--- config.mk ---
export PLATFORM = sky130hd
export DESIGN_NAME = ebpf_alu32_issue
export DESIGN_NICKNAME = d
export VERILOG_FILES = /design/src/rtl/ebpf_alu32_issue.sv
export SDC_FILE = /design/constraint.sdc
export NUM_CORES = 1
export LEC_CHECK = 0
export CAP_MARGIN = 25
export CORE_UTILIZATION = 51
export CTS_CLUSTER_DIAMETER = 50
export DETAILED_ROUTE_END_ITERATION = 10
export PLACE_DENSITY = 0.86
export RECOVER_POWER = 25
export SKIP_LAST_GASP = 1
export SYNTH_ARGS = -nofsm -noshare
export SYNTH_HDL_FRONTEND = slang
export SYNTH_SLANG_ARGS = --single-unit
--- constraint.sdc ---
create_clock -name clk -period 2.6 [get_ports clk]
set_input_delay 0.65 -clock clk [delete_from_list [all_inputs] [get_ports clk]]
set_output_delay 0.65 -clock clk [all_outputs]
set_load 0.01 [all_outputs]
--- src/rtl/ebpf_alu32_issue.sv ---
// ebpf_alu32_issue: sequences one eBPF ALU32 instruction through the register
//    file read port, the external combinational ALU and register file writeback.
// Latency: accept edge to done is 4 cycles for X-form binary ops,
//    3 for K-form ops, NEG and MOV X, and 2 for MOV K.
// Backpressure: insn_ready is high only in IDLE. insn_valid is ignored while an
//    instruction is in flight.
//
// Ports:
//    clk, rst_n                    core clock, synchronous active-low reset
//    insn_valid/insn_ready         instruction handshake
//    insn_opcode/dst/src/imm       decoded instruction fields
//    rf_re/rf_raddr/rf_rdata       register file read port (data one cycle after rf_re)
//    alu_op/alu_a/alu_b/alu_result combinational ALU interface
//    rf_we/rf_waddr/rf_wdata       register file write port
//    done/illegal                  one-cycle completion / rejection pulses
//
// Optional build macro: EBPF_DIV0_GUARD_EN. When it is defined, DIV by zero
// writes 0 and MOD by zero writes the original dst value, regardless of what
// the ALU returns.

module ebpf_alu32_issue #(
   parameter int NREGS = 11,
   parameter int DW    = 32
) (
   input  logic          clk,
   input  logic          rst_n,

   input  logic          insn_valid,
   output logic          insn_ready,
   input  logic [7:0]    insn_opcode,
   input  logic [3:0]    insn_dst,
   input  logic [3:0]    insn_src,
   input  logic [DW-1:0] insn_imm,

   output logic          rf_re,
   output logic [3:0]    rf_raddr,
   input  logic [DW-1:0] rf_rdata,

   output logic [3:0]    alu_op,
   output logic [DW-1:0] alu_a,
   output logic [DW-1:0] alu_b,
   input  logic [DW-1:0] alu_result,

   output logic          rf_we,
   output logic [3:0]    rf_waddr,
   output logic [DW-1:0] rf_wdata,

   output logic          done,
   output logic          illegal
);

   // ------------------------------------------------------------------
   // Constants
   // ------------------------------------------------------------------
   localparam logic [2:0] S_IDLE   = 3'd0;
   localparam logic [2:0] S_RD_DST = 3'd1;
   localparam logic [2:0] S_RD_SRC = 3'd2;
   localparam logic [2:0] S_EXEC   = 3'd3;
   localparam logic [2:0] S_WB     = 3'd4;

   localparam logic [2:0] CLASS_ALU32 = 3'b100;

   localparam logic [3:0] OP_DIV  = 4'h3;
   localparam logic [3:0] OP_NEG  = 4'h8;
   localparam logic [3:0] OP_MOD  = 4'h9;
   localparam logic [3:0] OP_MOV  = 4'hB;
   localparam logic [3:0] OP_ARSH = 4'hC;

   // The top register is the read-only frame pointer: it may be a source
   // but never a destination.
   localparam logic [3:0] MAX_SRC = 4'(NREGS - 1);
   localparam logic [3:0] MAX_DST = 4'(NREGS - 2);

   // ------------------------------------------------------------------
   // State
   // ------------------------------------------------------------------
   logic [2:0]    state;
   logic [2:0]    state_nxt;
   logic          ready_q;
   logic          illegal_q;

   // Latched instruction fields
   logic [3:0]    op_q;
   logic          src_x_q;
   logic [3:0]    dst_q;
   logic [3:0]    src_q;
   logic [DW-1:0] imm_q;

   // Operand A capture and the "previous state was RD_DST" marker. The marker
   // tells us where the dst value is this cycle: on rf_rdata directly (just
   // read) or already parked in a_q (a src read followed it).
   logic          from_rd_dst;
   logic [DW-1:0] a_q;

   // ALU operand hold registers and writeback data
   logic [DW-1:0] alu_a_q;
   logic [DW-1:0] alu_b_q;
   logic [DW-1:0] wdata_q;

   // ------------------------------------------------------------------
   // Incoming instruction decode and legality
   // ------------------------------------------------------------------
   logic [3:0] in_op;
   logic       in_x;
   logic [2:0] in_cls;
   logic       in_legal;
   logic       accept;

   assign in_op  = insn_opcode[7:4];
   assign in_x   = insn_opcode[3];
   assign in_cls = insn_opcode[2:0];

   assign in_legal = (in_cls == CLASS_ALU32)
                  && ((in_op <= OP_MOV) || (in_op == OP_ARSH))
                  && (insn_dst <= MAX_DST)
                  && (!in_x || (insn_src <= MAX_SRC));

   // ready_q is only ever set while the next state is IDLE, so it doubles
   // as the "in IDLE" qualifier for the handshake.
   assign accept = insn_valid && ready_q;

   // ------------------------------------------------------------------
   // Next-state logic
   // ------------------------------------------------------------------
   always_comb begin
      state_nxt = state;
      case (state)
         S_IDLE: begin
            if (accept && in_legal) begin
               // MOV ignores the old dst value, so its dst read is skipped.
               if (in_op == OP_MOV) begin
                  state_nxt = in_x ? S_RD_SRC : S_EXEC;
               end else begin
                  state_nxt = S_RD_DST;
               end
            end
         end
         S_RD_DST: begin
            // NEG is unary: its dst read is the only read.
            state_nxt = (src_x_q && (op_q != OP_NEG)) ? S_RD_SRC : S_EXEC;
         end
         S_RD_SRC: state_nxt = S_EXEC;
         S_EXEC:   state_nxt = S_WB;
         S_WB:     state_nxt = S_IDLE;
         default:  state_nxt = S_IDLE;
      endcase
   end

   // ------------------------------------------------------------------
   // Execute-stage operands and writeback value
   // ------------------------------------------------------------------
   logic [DW-1:0] exec_a;
   logic [DW-1:0] exec_b;
   logic [DW-1:0] wb_val;
   logic          in_exec;

   assign in_exec = (state == S_EXEC);

   // If EXEC follows RD_DST directly, the dst value is on rf_rdata right now.
   // Otherwise it was parked in a_q during RD_SRC (or is a don't-care for MOV).
   assign exec_a = from_rd_dst ? rf_rdata : a_q;
   // For the X-form the most recent read (src, or dst for NEG) is on rf_rdata.
   assign exec_b = src_x_q ? rf_rdata : imm_q;

`ifdef EBPF_DIV0_GUARD_EN
   always_comb begin
      wb_val = alu_result;
      if (exec_b == '0) begin
         if (op_q == OP_DIV) begin
            wb_val = '0;
         end else if (op_q == OP_MOD) begin
            wb_val = exec_a;
         end
      end
   end
`else
   assign wb_val = alu_result;
`endif

   // ------------------------------------------------------------------
   // Sequential state
   // ------------------------------------------------------------------
   always_ff @(posedge clk) begin
      if (!rst_n) begin
         state       <= S_IDLE;
         ready_q     <= 1'b0;
         illegal_q   <= 1'b0;
         op_q        <= '0;
         src_x_q     <= 1'b0;
         dst_q       <= '0;
         src_q       <= '0;
         imm_q       <= '0;
         from_rd_dst <= 1'b0;
         a_q         <= '0;
         alu_a_q     <= '0;
         alu_b_q     <= '0;
         wdata_q     <= '0;
      end else begin
         state       <= state_nxt;
         // Registered so that ready rises one cycle after reset release and
         // drops in the same cycle the FSM leaves IDLE.
         ready_q     <= (state_nxt == S_IDLE);
         illegal_q   <= accept && !in_legal;
         from_rd_dst <= (state == S_RD_DST);

         if (accept) begin
            op_q    <= in_op;
            src_x_q <= in_x;
            dst_q   <= insn_dst;
            src_q   <= insn_src;
            imm_q   <= insn_imm;
         end

         // rf_rdata during RD_SRC carries the dst value read in RD_DST.
         if ((state == S_RD_SRC) && from_rd_dst) begin
            a_q <= rf_rdata;
         end

         if (in_exec) begin
            alu_a_q <= exec_a;
            alu_b_q <= exec_b;
            wdata_q <= wb_val;
         end
      end
   end

   // ------------------------------------------------------------------
   // Outputs
   // ------------------------------------------------------------------
   assign insn_ready = ready_q;

   assign rf_re    = (state == S_RD_DST) || (state == S_RD_SRC);
   assign rf_raddr = (state == S_RD_SRC) ? src_q : dst_q;

   assign alu_op = op_q;
   // Outside EXEC the ALU operands hold the values last used.
   assign alu_a  = in_exec ? exec_a : alu_a_q;
   assign alu_b  = in_exec ? exec_b : alu_b_q;

   assign rf_we    = (state == S_WB);
   assign rf_waddr = dst_q;
   assign rf_wdata = wdata_q;

   assign done    = (state == S_WB);
   assign illegal = illegal_q;

endmodule

---- Word level (Yosys, flattened, before mapping) ----
Index checks and enable logic that the tools add are counted.
storage, ports and cells
  output and inout bits ................... 113
  flip-flop bits (word level) ............. 179
operators by class
  reduce and logical (&&, ||, !) cells .... 15
  multiplexer cells ....................... 10
  order comparisons ....................... 3
  eq/ne operators ......................... 8
operators by type and width
  operator                                       number
  two-way mux 32 bit                             4
  <= comparator 4 bit, second input constant     3
  case mux 3 bit (4 select lines)                1
  == test 4 bit, second input constant           2
  logical AND 1 bit                              8
  == test 3 x 2 -> 1 bit, second input constant  2
  == test 3 bit, second input constant           2
  logical NOT 3 bit                              2
  two-way mux 4 bit                              1
  != test 4 bit, second input constant           1
  == test 3 x 1 -> 1 bit, second input constant  1
  logical OR 1 bit                               3
  two-way mux 3 bit                              1
  logical NOT 1 bit                              2
  two-way mux 1 bit                              2
  two-way mux 2 bit                              1

---- Logic depth before layout (Yosys ltp) ----
Gate-level depths: netlist (run 1).
  depth after elaboration ................. 9
  mapped depth ............................ 7
  depth with buffers taken out ............ 4

---- Worst setup path before layout (run 1) ----
No wires, ideal clock.
  path type ............................... register to output
  from .................................... register state[2]
  to ...................................... output port alu_a[27]
  arrival ................................. 1.205 ns
  setup slack ............................. 0.745 ns
  buffers on the path ..................... 2
  stages on the path, launching flop included .. 5
  required time ........................... 1.950 ns
  cells stage by stage .................... dfxtp_1 > nand3b_2 > buf_4 > buf_4 > o21ai_1
on the way
  longest elaborated chain between the ends .. 2
ends and longest elaborated chain
  element                   line  text
  start: declaration        77    logic [2:0] state;
  start signal: assignment  199   state <= state_nxt;
  == test 3 x 2 -> 1 bit    157   assign in_exec = (state == S_EXEC);
  two-way mux 32 bit        --
  end: declaration          40    output logic [DW-1:0] alu_a,
No other way between the ends.

---- Worst setup path in the final report (run 1) ----
  from .................................... register state[2]
  to ...................................... output port alu_b[5]
on the way
  longest elaborated chain between the ends .. 2
ends and longest elaborated chain
  element                 line  text
  == test 3 x 2 -> 1 bit  157
  two-way mux 32 bit      --
  end: declaration        41    output logic [DW-1:0] alu_b,
No other way between the ends.

==> summary.md, run 1 <==
| Metric | Value |
|---|---|
| Rows | 43 |
| Largest net degree at the start of global routing | 111 |
| Num ports | 228 |
| Core box area | 14100 sq um |
| Die ar. | 15200 sq um |
| TritonCTS Buffers | 17 |
| Switching Fraction | 24.2% |
| Final Hold Viols | 0 |
| Pre-CTS worst setup slack | -0.161 ns |
| Worst Clk Skew | 0.00580 ns |
| Hold slack | 0.454 ns |
| Antenna violations before repair | 0 |
| Tcrit/Tclk final | 106% |
| Combinational fraction of design power | 12.6% |
| Die H | 123 um |
| CP required | 1.95 ns |
| Maximum operating frequency | 365 MHz |
| Final setup vio count | 14 |
| Yosys cell types | 35 |
| Async set-reset flop share out of synthesis | 0% |
| Top-area cell type share of the netlist area | 47.8% |
| Clk buf depth | 2 |
| Critical Path Start Type | flop |
| Final min period | 2.74 ns |
| Post-route ant nets | 0 |
| Drt wl/cell | 16.9 um |
| Worst setup margin | -0.143 ns |
| CP peak stage delay | 0.57 ns |
| Later-pin clock latency in the skew report | 0.42 ns |
| Drt pass-1 iters | 4 |
| CTS tree | done |
| Detailed-route via count | 6721 |
| Violated checks | capacitance limit, slew limit, setup timing |
| Max-cap violations | 1 |
| Status | finished with violations |
| Sequential share of power | 46.4% |
| Main synth FF type | dfxtp_1 |
| Synth warn | 0 |
| Diodes inserted | 0 |
| Synthesized area | 7490 sq um |
| Dominant cell type by area after synthesis | dfxtp_1 |
| First-pass GRT wire length | 30500 um |
| Post-route DRC violation count | 0 |
| Clock Root Buffer | clkbuf_16 |
| Synth area leaders | dfxtp_1 48%, nand2_1 14%, mux2i_1 8.5%, a21boi_0 7.9%, and2_1 5.6% |
| Post-Syn Instances | 869 |
| Area Overhead vs Synth | 45.2% |
| CP bufs+invs | 2 |
| Cts hold-fix bufs | 0 |
| Leakage | 0.00470 uW |
| Final Util | 77.2% |
| Critical Path End Type | output pin |
| Internal Power | 4710 uW |
| Worst-margin pin slew | 1.72 ns |
| Die width | 123 um |
| Initial Util | 53.2% |
| Final wirelength | 21600 um |
| Average cell area after synthesis | 8.62 sq um |
| CP Cell Sequence | nand3b_4, clkbuf_16, o21ai_1, clkdlybuf4s50_1 |
| Clock network fraction of total power | 41.0% |
| RSZ-0062 raised after global routing | true |
| Crit-path slowest cell | clkdlybuf4s50_1 |
| Fin nets | 1201 |
| Flops & latches, synth | 179 |
| Crit path DAT | 2.09 ns |
| Net Sw Power | 1500 uW |
| Number of synthesized flops with an enable pin | 0 |
| Sum Neg Setup Slack | -1.44 ns |
| Fraction of layout cells with a size suffix above 1 | 10.0% |
| Htree depth | 4 |
| Worst hold path class | reg -> reg |
| Vias in the first global route | 6276 |
| Crit path max fanout | 21 |
| Final Wtd Congestion | 0.779 |
| DRT iter0 DRCs | 452 |
| Num Clock Sinks | 179 |
| Net count after synthesis | 984 |
| Max-slew headroom | -14.4% |
| Remaining global-route overflow | 0 |
| Critical path's top delay family | buffers and inverters |
| Port Buffers | 227 |
| Clock-pin slew on the worst setup and hold paths | 0.07 ns |
| Via-to-Cell Ratio | 5.25 |
| Sequential share of the synthesized area | 47.8% |
| Pwr/cell area | 571 nW/um^2 |
| Post-DP HPWL | 12500 um |
| Final Max Slew Viols | 111 |
| Total track usage | 26.0% |
| Maximum VDD drop | 535 uV |
| Setup CP Type | reg -> out |
-- path summary, 6_finish.rpt --
path,start,to,slack [ns],cells past startpoint
max,state[2],alu_b[5],-0.14,4
min,a_q[25],a_q[25],0.45,2
max reg2reg,state[1],a_q[15],0.50,10
min reg2reg,a_q[25],a_q[25],0.45,2
-- state kept, by name, indices dropped and copies added (netlist names) --
register	flops
illegal	1
alu_b_q	32
src_x_q	1
alu_op	4
insn_ready	1
alu_a_q	32
src_q	4
a_q	32
from_rd_dst	1
state	3
rf_wdata	32
imm_q	32
rf_waddr	4
-- cells in the mapped netlist, types with 2 or more instances --
| library cell | number |
|---|---|
| dfxtp_1 | 179 |
| a21boi_2 | 10 |
| clkbuf_1 | 34 |
| a21boi_1 | 20 |
| inv_1 | 2 |
| buf_4 | 10 |
| buf_1 | 8 |
| a21boi_0 | 79 |
| and2_1 | 67 |
| and3_1 | 2 |
| nor2_1 | 4 |
| mux2i_1 | 64 |
| buf_6 | 3 |
| o21ai_0 | 21 |
| mux2_2 | 4 |
| o21ai_1 | 45 |
| nand2_1 | 277 |
| nand2_2 | 10 |
| a21oi_1 | 2 |
| buf_2 | 13 |
-- layout make-up --
| cell class | count | area (sq um) |
|---|---|---|
| clock buffer | 20 | 457 |
| clock inverter | 12 | 129 |
| fill | 950 | 3210 |
| inverter | 2 | 7.51 |
| multi-input combinational | 621 | 3620 |
| sequential | 179 | 3600 |
| tap | 180 | 225 |
| timing repair buffer | 265 | 2850 |
-- cells by family (layout without fill, tap and decap cells) --
group / count (synthesis) / in the layout / synth area share (%)
DFF: 179 / 179 / 47.8
AOI/OAI and AO/OA: 184 / 184 / 16.8
and+or+nand+nor: 367 / 368 / 21.6
buffers and inverters: 70 / 299 / 4.52
xor gates and xnor gates: 1 / 1 / 0.117
muxes: 68 / 68 / 9.15
-- tightest hold or removal path, stage by stage (launching register included) --
cell      delay [ns]
dfxtp_1         0.31
nand2_1         0.05
a21boi_1        0.05
-- layer usage --
| layer | up-vias | part of all wire (%) | track usage (%) |
|---|---|---|---|
| met3 | 26 | 7.6 | 9.55 |
| met4 | 0 | 1.4 | 7.45 |
| met1 | 3164 | 41 | 30.6 |
| li1 | 3288 | - | - |
| met2 | 243 | 50 | 44.2 |
| met5 | - | 0 | 0 |
-- placed cells by master, fill, tap and decap left out, types with 3 or more instances in the layout --
| cell type | count |
|---|---|
| nand2_1 | 276 |
| dfxtp_1 | 174 |
| clkdlybuf4s50_1 | 168 |
| a21boi_0 | 79 |
| mux2i_1 | 64 |
| and2_1 | 64 |
| o21ai_1 | 55 |
| dlymetal6s2s_1 | 47 |
| clkbuf_16 | 22 |
| buf_4 | 22 |
| a21boi_1 | 20 |
| nand2_2 | 11 |
| o21ai_0 | 10 |
| a21boi_2 | 10 |
| dlygate4sd2_1 | 9 |
| clkinv_2 | 5 |
| buf_12 | 5 |
| mux2_2 | 4 |
| dfxtp_4 | 4 |
| nor2_1 | 3 |
| clkinv_4 | 3 |
| buf_6 | 3 |
| clkbuf_2 | 3 |
-- through the flow --
stage	cells	cell area [sq um]	total power [uW]
detailed placement	1230	9930	3660
CTS	1266	10600	6190
finish	1279	10900	6210
global placement	1230	9930	3650
floorplan	869	7490	3270
global route	1279	10900	6420
-- power groups by stage --
stage                     combinational (uW)  sequential, uW  clock (uW)
after floorplan                          359            2910           0
after global placement                   721            2930           0
after detailed placement                 724            2940           0
after CTS                                743            2880        2570
after global routing                     835            2890        2700
final                                    781            2880        2550
-- repair_timing --
action                                  4_1_cts  5_1_grt
resized for setup                            29       58
endpoints found under the setup margin       70       61
cloned                                        1        8
pin swaps                                     0        1
buffers inserted                              3        5
(Power assumes the default switching activity.)
==> run 2, diff against run 1 <==
CORE_UTILIZATION = 52   (was 51)
CTS_BUF_LIST = sky130_fd_sc_hd__clkbuf_8   (was unset)
PLACE_DENSITY = 0.87   (was 0.86)
==> run 2 against run 1 <==
Compared with the run above: largest cell class unchanged; register-to-register slack better by 0.24 ns; via count down 2.9%; design area down 4.1%; critical path type unchanged; the flow finishes with violations (setup timing); global-route usage rose by 0.83 points; power shrank 12%; clock-buffer cell count decreased by 1; clock skew is 0.0069 ns higher.
==> summary.md, run 2 (same netlist as run 1, synthesis figures left out) <==
| Metric | Value |
|---|---|
| Filler Cells Inserted | 1065 (was 950) |
| Max-slew headroom | 72.5% (was -14.4%) |
| Critical Path Start Type | flop (unchanged) |
| Worst Clk Skew | 0.0127 ns (was 0.00580 ns) |
| RSZ-0062 raised after global routing | true (unchanged) |
| Initial Util | 53.6% (was 53.2%) |
| Clock Root Buffer | clkbuf_8 (was clkbuf_16) |
| Most frequent cells in the layout | 276 x nand2_1, 203 x clkdlybuf4s50_1, 176 x dfxtp_1, 79 x a21boi_0, 64 x mux2i_1 (was 276 x nand2_1, 174 x dfxtp_1, 168 x clkdlybuf4s50_1, 79 x a21boi_0) |
| Later-pin clock latency in the skew report | 0.47 ns (was 0.42 ns) |
| R2r setup slk | 0.74 ns (was 0.50 ns) |
| TritonCTS Buffers | 17 (unchanged) |
| Post-route DRC violation count | 0 (unchanged) |
| Pre-CTS worst setup slack | -0.156 ns (was -0.161 ns) |
| Die H | 122 um (was 123 um) |
| Htree depth | 4 (unchanged) |
| Total track usage | 26.9% (was 26.0%) |
| Dpl cells | 1240 (was 1230) |
| Num Clock Sinks | 179 (unchanged) |
| Final Hold Viols | 0 (unchanged) |
| Detailed-route via count | 6527 (was 6721) |
| Post-route ant nets | 0 (unchanged) |
| Final Wtd Congestion | 0.750 (was 0.779) |
| DRT iter0 DRCs | 416 (was 452) |
| CP Cell Sequence | nand3b_4, buf_12, o21ai_0, clkdlybuf4s50_1 (was nand3b_4, clkbuf_16, o21ai_1, clkdlybuf4s50_1) |
| Worst r2r dst | a_q[5] (was a_q[15]) |
| Port Buffers | 227 (unchanged) |
| First-pass GRT wire length | 31000 um (was 30500 um) |
| Post-DP HPWL | 13000 um (was 12500 um) |
| Crit-path slowest cell | clkdlybuf4s50_1 (unchanged) |
| Total design power | 5450 uW (was 6210 uW) |
| Hold slack | 0.455 ns (was 0.454 ns) |
| Worst-margin pin slew | 0.412 ns (was 1.72 ns) |
| Reg area | 3590 sq um (was 3600 sq um) |
| Rows | 43 (unchanged) |
| Violated checks | setup timing (was capacitance limit, slew limit, setup timing) |
| Max-cap violations | 0 (was 1) |
| Finished Layout Cells | 1279 (unchanged) |
| Final Max Slew Viols | 0 (was 111) |
| Pwr/cell area | 522 nW/um^2 (was 571 nW/um^2) |
| Core box area | 14000 sq um (was 14100 sq um) |
| Crit path max fanout | 48 (was 21) |
| Diodes inserted | 0 (unchanged) |
| Area Overhead vs Synth | 39.3% (was 45.2%) |
| Setup CP Type | reg -> out (unchanged) |
| Critical Path End Type | output pin (unchanged) |
| Status | finished with violations (unchanged) |
| Maximum VDD drop | 423 uV (was 535 uV) |
| WHS Path Cells | 2 (unchanged) |
| Maximum operating frequency | 359 MHz (was 365 MHz) |
| Num ports | 228 (unchanged) |
| Final setup vio count | 47 (was 14) |
| Largest net degree at the start of global routing | 96 (was 111) |
| Tcrit/Tclk final | 107% (was 106%) |
| Final wirelength | 19300 um (was 21600 um) |
| Area of the multi-input gates | 3590 sq um (was 3620 sq um) |
| Final min period | 2.78 ns (was 2.74 ns) |
| Remaining global-route overflow | 0 (unchanged) |
| Drt wl/cell | 15.1 um (was 16.9 um) |
| Hold Startpoint | a_q[14] (was a_q[25]) |
| CP peak stage delay | 0.59 ns (was 0.57 ns) |
| Final Util | 74.7% (was 77.2%) |
| Number of cells on the worst reg-to-reg path | 8 (was 10) |
| RR Startpoint | state[1] (unchanged) |
| Leakage | 0.00369 uW (was 0.00470 uW) |
| Drt pass-1 iters | 5 (was 4) |
| Commonest non-fill, non-tap cell in the layout | nand2_1 (unchanged) |
| Antenna violations before repair | 0 (unchanged) |
| Clock-pin slew on the worst setup and hold paths | 0.09 ns (was 0.07 ns) |
| Clk buf depth | 2 (unchanged) |
| CP required | 1.95 ns (about the same) |
| Fraction of layout cells with a size suffix above 1 | 9.74% (was 10.0%) |
| Worst hold path class | reg -> reg (unchanged) |
| Worst Hold End | a_q[14] (was a_q[25]) |
| Crit path DAT | 2.13 ns (was 2.09 ns) |
| Vias in the first global route | 6380 (was 6276) |
| CTS tree | done (unchanged) |
| Die ar. | 14900 sq um (was 15200 sq um) |
| Via-to-Cell Ratio | 5.10 (was 5.25) |
| Worst setup margin | -0.185 ns (was -0.143 ns) |
| Die width | 122 um (was 123 um) |
| Fin nets | 1201 (unchanged) |
[run 2: cell types whose count changed in the layout (fill, tap and decap cells not counted), moves of 10 or more]
cell	before	now
clkbuf_16	22	0
o21ai_0	10	20
dlymetal6s2s_1	47	1
clkdlybuf4s50_1	168	203
and2_0	2	19
and2_1	64	47
clkbuf_8	2	19
[run 2: metal layers]
metal	vias up	wire, um	global-route usage, %
met2	208	9260	46.3
met5	-	0	0
met4	0	457	10.7
met3	38	1310	7.26
li1	3289	-	-
met1	2992	8300	31.5
[run 2: worst max-delay path: cells and delay by family, from the launching register on]
family / cells / cell delay, ns
buffers and inverters: 2 / 0.80
and+or+nand+nor: 1 / 0.17
DFF: 1 / 0.45
AOI/OAI and AO/OA: 1 / 0.25
[run 2: final cells by class]
type / count / share of cell area (%)
clock buffer: 19 / 2.50
clock inverter: 13 / 1.04
inverter: 2 / 0.0719
multi-input combinational: 620 / 34.4
sequential: 179 / 34.4
tap: 180 / 2.16
timing repair buffer: 266 / 25.4
[run 2: what timing repair did]
| action | in CTS | in global routing |
|---|---|---|
| pin swaps | 1 | 0 |
| setup buffers | 6 | 1 |
| hold buffers | 0 | 0 |
| setup endpoints to repair | 71 | 52 |
| cloned | 0 | 0 |
| resized for setup | 43 | 13 |
[run 2: how the worst max path moves through the flow]
| stage | startpoint | endpoint | slack (ns) | cells past startpoint |
|---|---|---|---|---|
| floorplan | state[2] | alu_a[27] | 0.75 | 4 |
| global placement | rf_rdata[0] | alu_a[0] | -0.16 | 5 |
| detailed placement | rf_rdata[0] | alu_a[0] | -0.16 | 5 |
| CTS | state[2] | alu_a[25] | -0.19 | 5 |
| global route | state[2] | alu_b[27] | -0.28 | 5 |
| finish | state[0] | alu_b[11] | -0.18 | 4 |
[run 2: per-stage QoR]
stage	TNS, ns	instance area, sq um
2_1_floorplan	0	7490
3_3_place_gp	-3.06	10000
3_5_place_dp	-3.70	10000
4_1_cts	-6.48	10400
5_1_grt	-11.23	10400
6_report	-5.71	10400
[run 2: power by group]
group	switching, uW	internal, uW
Combinational	362	432
Clock	994	806
Sequential	48.3	2810
==> run 3, diff against run 2 <==
GPL_TIMING_DRIVEN = 0   (was unset)
==> run 3 against run 2 <==
Compared with the run above: first-iteration DRC count down 2.2%; register-to-register slack improved by 0.02 ns; combinational power is 0.5% lower; final cell count increased by 2.6%; global-route usage up 2.2 points; critical path depth increased by 1; clock skew up 0.0011 ns; the run now ends clean; via count rose by 4.9%; power is 0.97% lower; sequential power barely moved.
==> summary.md, run 3 (same netlist as run 1, synthesis figures left out) <==
| Metric | Value |
|---|---|
| Status | finished clean (was finished with violations) |
| Post-route DRC violation count | 0 (unchanged) |
| Cts hold-fix bufs | 0 (unchanged) |
| Pwr/cell area | 517 nW/um^2 (was 522 nW/um^2) |
| Final min period | 2.55 ns (was 2.78 ns) |
| Most frequent CP cell | buf_4 |
| Crit path max fanout | 7 (was 48) |
| Clk buf depth | 2 (unchanged) |
| Post-DP HPWL | 15800 um (was 13000 um) |
| Most frequent cells in the layout | 277 x nand2_1, 177 x dfxtp_1, 155 x clkdlybuf4s50_1, 79 x a21boi_0, 64 x mux2i_1 (was 276 x nand2_1, 203 x clkdlybuf4s50_1, 176 x dfxtp_1, 79 x a21boi_0, 64 x mux2i_1) |
| Fraction of layout cells with a size suffix above 1 | 12.9% (was 9.74%) |
| Drt pass-1 iters | 5 (unchanged) |
| Leakage | 0.00380 uW (was 0.00369 uW) |
| Final Max Slew Viols | 0 (unchanged) |
| Detailed-route via count | 6848 (was 6527) |
| Antenna violations before repair | 0 (unchanged) |
| Tcrit/Tclk final | 98.0% (was 107%) |
| Vias in the first global route | 6608 (was 6380) |
| Dpl cell area | 9980 sq um (was 10000 sq um) |
| Via-to-Cell Ratio | 5.22 (was 5.10) |
| Final Wtd Congestion | 0.827 (was 0.750) |
| CP Cell Sequence | buf_4, nor3b_4, buf_4, mux2_2, dlymetal6s2s_1 (was nand3b_4, buf_12, o21ai_0, clkdlybuf4s50_1) |
| First-pass GRT wire length | 33100 um (was 31000 um) |
| Commonest non-fill, non-tap cell in the layout | nand2_1 (unchanged) |
| Htree depth | 4 (unchanged) |
| Final Hold Viols | 0 (unchanged) |
| Area Overhead vs Synth | 39.3% (about the same) |
| Num ports | 228 (unchanged) |
| Max-slew headroom | 55.3% (was 72.5%) |
| Die width | 122 um (unchanged) |
| Hold slack | 0.455 ns (about the same) |
| Worst setup margin | 0.0517 ns (was -0.185 ns) |
| Worst-margin pin slew | 0.670 ns (was 0.412 ns) |
| Die ar. | 14900 sq um (unchanged) |
| Final wirelength | 21500 um (was 19300 um) |
| Clock-pin slew on the worst setup and hold paths | 0.08 ns (was 0.09 ns) |
| Initial Util | 53.6% (unchanged) |
| Total design power | 5400 uW (was 5450 uW) |
| Largest net degree at the start of global routing | 17 (was 96) |
| Pre-CTS worst setup slack | -0.281 ns (was -0.156 ns) |
| Worst Clk Skew | 0.0138 ns (was 0.0127 ns) |
| Critical Path Start Type | flop (unchanged) |
| Max-cap violations | 0 (unchanged) |
| Final setup vio count | 0 (was 47) |
| Die H | 122 um (unchanged) |
| Maximum VDD drop | 348 uV (was 423 uV) |
| CP peak stage delay | 0.33 ns (was 0.59 ns) |
| Crit path DAT | 1.90 ns (was 2.13 ns) |
| Maximum operating frequency | 392 MHz (was 359 MHz) |
| TritonCTS Buffers | 17 (unchanged) |
| Clock Root Buffer | clkbuf_8 (unchanged) |
| RSZ-0062 raised after global routing | true (unchanged) |
| Later-pin clock latency in the skew report | 0.46 ns (was 0.47 ns) |
| Drt wl/cell | 16.4 um (was 15.1 um) |
| CP required | 1.95 ns (about the same) |
| Total track usage | 29.0% (was 26.9%) |
| DRT iter0 DRCs | 407 (was 416) |
| Num Clock Sinks | 179 (unchanged) |
| Core box area | 14000 sq um (unchanged) |
| Remaining global-route overflow | 0 (unchanged) |
| Critical Path End Type | output pin (unchanged) |
| Post-route ant nets | 0 (unchanged) |
| Design area | 10400 sq um (about the same) |
| Worst hold path class | reg -> reg (unchanged) |
| Crit-path slowest cell | mux2_2 (was clkdlybuf4s50_1) |
| Setup CP Type | reg -> out (unchanged) |
| Fin nets | 1236 (was 1201) |
| R2r setup slk | 0.76 ns (was 0.74 ns) |
| Rows | 43 (unchanged) |
| Port Buffers | 226 (was 227) |
| CTS tree | done (unchanged) |
-- run 3: cell count changes in the layout (fill, tap and decap cells not counted), sizes merged, moves of 3 or more --
cell | previous run | this run
clkdlybuf4s15 | 1 | 25
clkdlybuf4s50 | 203 | 155
buf | 42 | 37
clkinv | 6 | 3
clkbuf | 20 | 84
-- run 3: power by group --
group          switching, uW  internal, uW  leakage [uW]
clock network            930           829      0.000193
registers               43.0          2810       0.00145
logic                    386           404       0.00216
total                   1360          4040       0.00380
-- run 3: what timing repair did --
| item | CTS | global route |
|---|---|---|
| buffers inserted | 2 | 5 |
| setup endpoints to repair | 70 | 62 |
| gates resized for setup | 110 | 116 |
| pin swaps | 0 | 2 |
-- run 3: worst paths after layout --
| kind | start | end | cells after the start |
|---|---|---|---|
| worst max-delay path | state[0] | rf_raddr[0] | 5 |
| worst min-delay path | a_q[14] | a_q[14] | 2 |
| worst max register to register | state[0] | a_q[27] | 8 |
| worst min register to register | a_q[14] | a_q[14] | 2 |
-- run 3: layout make-up --
class / count / area [sq um]
plain buffers: 68 / 395
clock inverters: 8 / 63.8
fillers: 1076 / 3550
diodes: 1 / 2.50
clock buffers: 21 / 289
repair buffers: 233 / 2170
inverters: 2 / 7.51
flip-flops and latches: 179 / 3590
well taps: 180 / 225
multi-input cells: 620 / 3690
-- run 3: per-layer routing --
metal | routed length, um | global-route usage, % | up-vias
li1 | - | - | 3348
met1 | 8920 | 34.8 | 3238
met2 | 10700 | 49.9 | 231
met3 | 1530 | 7.72 | 31
met4 | 382 | 10.2 | 0
met5 | 0 | 0 | -
-- run 3: critical path: cells and delay by family (launching register included) --
kind,cells,cell delay (ns)
buf+inv,3,0.50
simple gates,1,0.32
mux,1,0.33
flops,1,0.30
-- run 3: metrics by stage --
step	std cells	utilization, %	setup TNS [ns]
after floorplan	869	-	0
after global placement	1275	71.4	-6.05
after detailed placement	1275	71.4	-6.46
after CTS	1306	74.0	-0.156
after global routing	1311	74.6	-0.0413
final	1312	74.6	0
==> edit (settings of run 2) <==
The parameter `DW` goes from 32 to 16.
--- a/src/rtl/ebpf_alu32_issue.sv
+++ b/src/rtl/ebpf_alu32_issue.sv
@@ -20,7 +20,7 @@
 
 module ebpf_alu32_issue #(
    parameter int NREGS = 11,
-   parameter int DW    = 32
+   parameter int DW    = 16
 ) (
    input  logic          clk,
    input  logic          rst_n,
Ports: changed (6 resized); port bits go from 228 to 132. No check against the original RTL was run, so the function may have changed too.
==> edit against run 2 <==
Synthesized area fell by 46%. Total power down 44%. Critical endpoint is now rf_raddr[1]. Sequential share of layout area up 0.80 points. Sequential cell count is 80 lower. Global-route usage down 1.6 points. Routed wire length down 46%. Clock skew up 0.0020 ns. Worst setup slack gained 0.24 ns. Count of clock-buffer cells in the layout decreased by 8. Cell area fell by 46%. Synthesized cell count down 44%. Worst hold slack gained 0.0035 ns.
==> edit: results (changes against run 2) <==
{
  "outcome": "completed",
  "synth_xor_area_frac": {"value": 0, "change": "-0.00117"},
  "reg2reg_depth": {"value": 6, "change": "-2"},
  "cts_post_setup_buffers_inserted": {"value": 1, "change": "-5"},
  "pleak": {"value": 2.14, "unit": "nW", "change": "-42%"},
  "met3_length": {"value": 624, "unit": "microns", "change": "-52%"},
  "drtIter0Drc": {"value": 126, "change": "-70%"},
  "flops_and_latches": {"value": 99, "change": "-45%"},
  "routedWlPerCell": {"value": 14.7, "unit": "microns", "change": "-2.7%"},
  "timing.clock.skew": {"value": 0.0147, "unit": "ns", "change": "+0.00203 ns"},
  "cpPeakStageDelay": {"value": 0.49, "unit": "ns", "change": "-0.10 ns"},
  "buffers": {"value": 145, "change": "-45%"},
  "yosys-top-cells-count": "sky130_fd_sc_hd__nand2_1 (153), sky130_fd_sc_hd__dfxtp_1 (99), sky130_fd_sc_hd__a21oi_1 (53)",
  "vias_per_cell": {"value": 5.23, "change": "+2.4%"},
  "numCtsBuffers": {"value": 9, "change": "-8"},
  "ctsHtreeMaxLevel": {"value": 3, "change": "-1"},
  "gr-usage-met3": {"value": 0.0488, "change": "-0.0237"},
  "multi_input_area": {"value": 1890, "unit": "sq um", "change": "-47%"},
  "netlist_top_cells_area": "sky130_fd_sc_hd__dfxtp_1 (49%), sky130_fd_sc_hd__nand2_1 (14%), sky130_fd_sc_hd__mux2i_1 (7.8%)",
  "postSynthNetCount": {"value": 551, "change": "-44%"},
  "largest_net_degree_at_the_start_of_global_routing": {"value": 65, "change": "-32%"},
  "preCtsSetupSlack": {"value": -0.159, "unit": "ns", "change": "-0.00296 ns"},
  "flip_flop_and_latch_share_of_the_layout_cell_area": {"value": 0.352, "change": "+0.00803"},
  "placement.io_buffers": {"value": 131, "change": "-42%"},
  "area_share_nonclk_buffers": {"value": 0.250, "change": "-0.00453"},
  "netlist_instances": {"value": 484, "change": "-44%"},
  "wl_met2": {"value": 5200, "unit": "microns", "change": "-44%"},
  "grt_use_total": {"value": 0.252, "change": "-0.0164"},
  "final_net_count": {"value": 671, "change": "-44%"},
  "finalWeightedCongestion": {"value": 0.781, "change": "+4.2%"},
  "ir_worst_vdd": {"value": 378, "unit": "uV", "change": "-11%"},
  "multi_input_gates": {"value": 348, "change": "-44%"},
  "final.clkbuf_count": {"value": 11, "change": "-8"},
  "synth-seq-area-share": {"value": 0.485, "change": "+0.00731"},
  "cts_repair_resize_count": {"value": 41, "change": "-4.7%"},
  "count_of_inverters_not_on_the_clock_network_in_the_layout": {"value": 1, "change": "-1"},
  "fin_worst_hold_slack": {"value": 0.458, "unit": "ns", "change": "+0.00348 ns"},
  "num_vias": {"value": 3701, "change": "-43%"},
  "synth.mux.area_fraction": {"value": 0.0895, "change": "-0.00200"},
  "yosys.cell_types.count": {"value": 36, "change": "+2.9%"}
}
[edit: cell types whose count changed in the layout (fill, tap and decap cells not counted), sizes merged, moves of 7 or more]
cell / delta
a21boi: -109
a21oi: +61
and2: -33
buf: -30
clkbuf: -7
clkdlybuf4s50: -107
dfxtp: -80
dlygate4sd2: +14
mux2i: -32
nand2: -130
o21ai: -32
[edit: how the worst max path moves through the flow]
stage                        to  slack, ns
finish              rf_raddr[1]       0.05
global route        rf_raddr[1]     -0.005
CTS                 rf_raddr[0]      -0.02
detailed placement     alu_b[4]      -0.16
global placement      alu_b[14]      -0.12
floorplan           rf_raddr[0]       0.87
[edit: cell families after synthesis]
family	Yosys count
simple gates	210
compound gates	102
flops	99
buf+inv	37
mux	36
[edit: where the power goes]
group	total, mW	internal [mW]	switching, mW
Clock	1.12	0.599	0.522
Sequential	1.58	1.55	0.0266
Combinational	0.360	0.196	0.164
Total	3.06	2.35	0.713
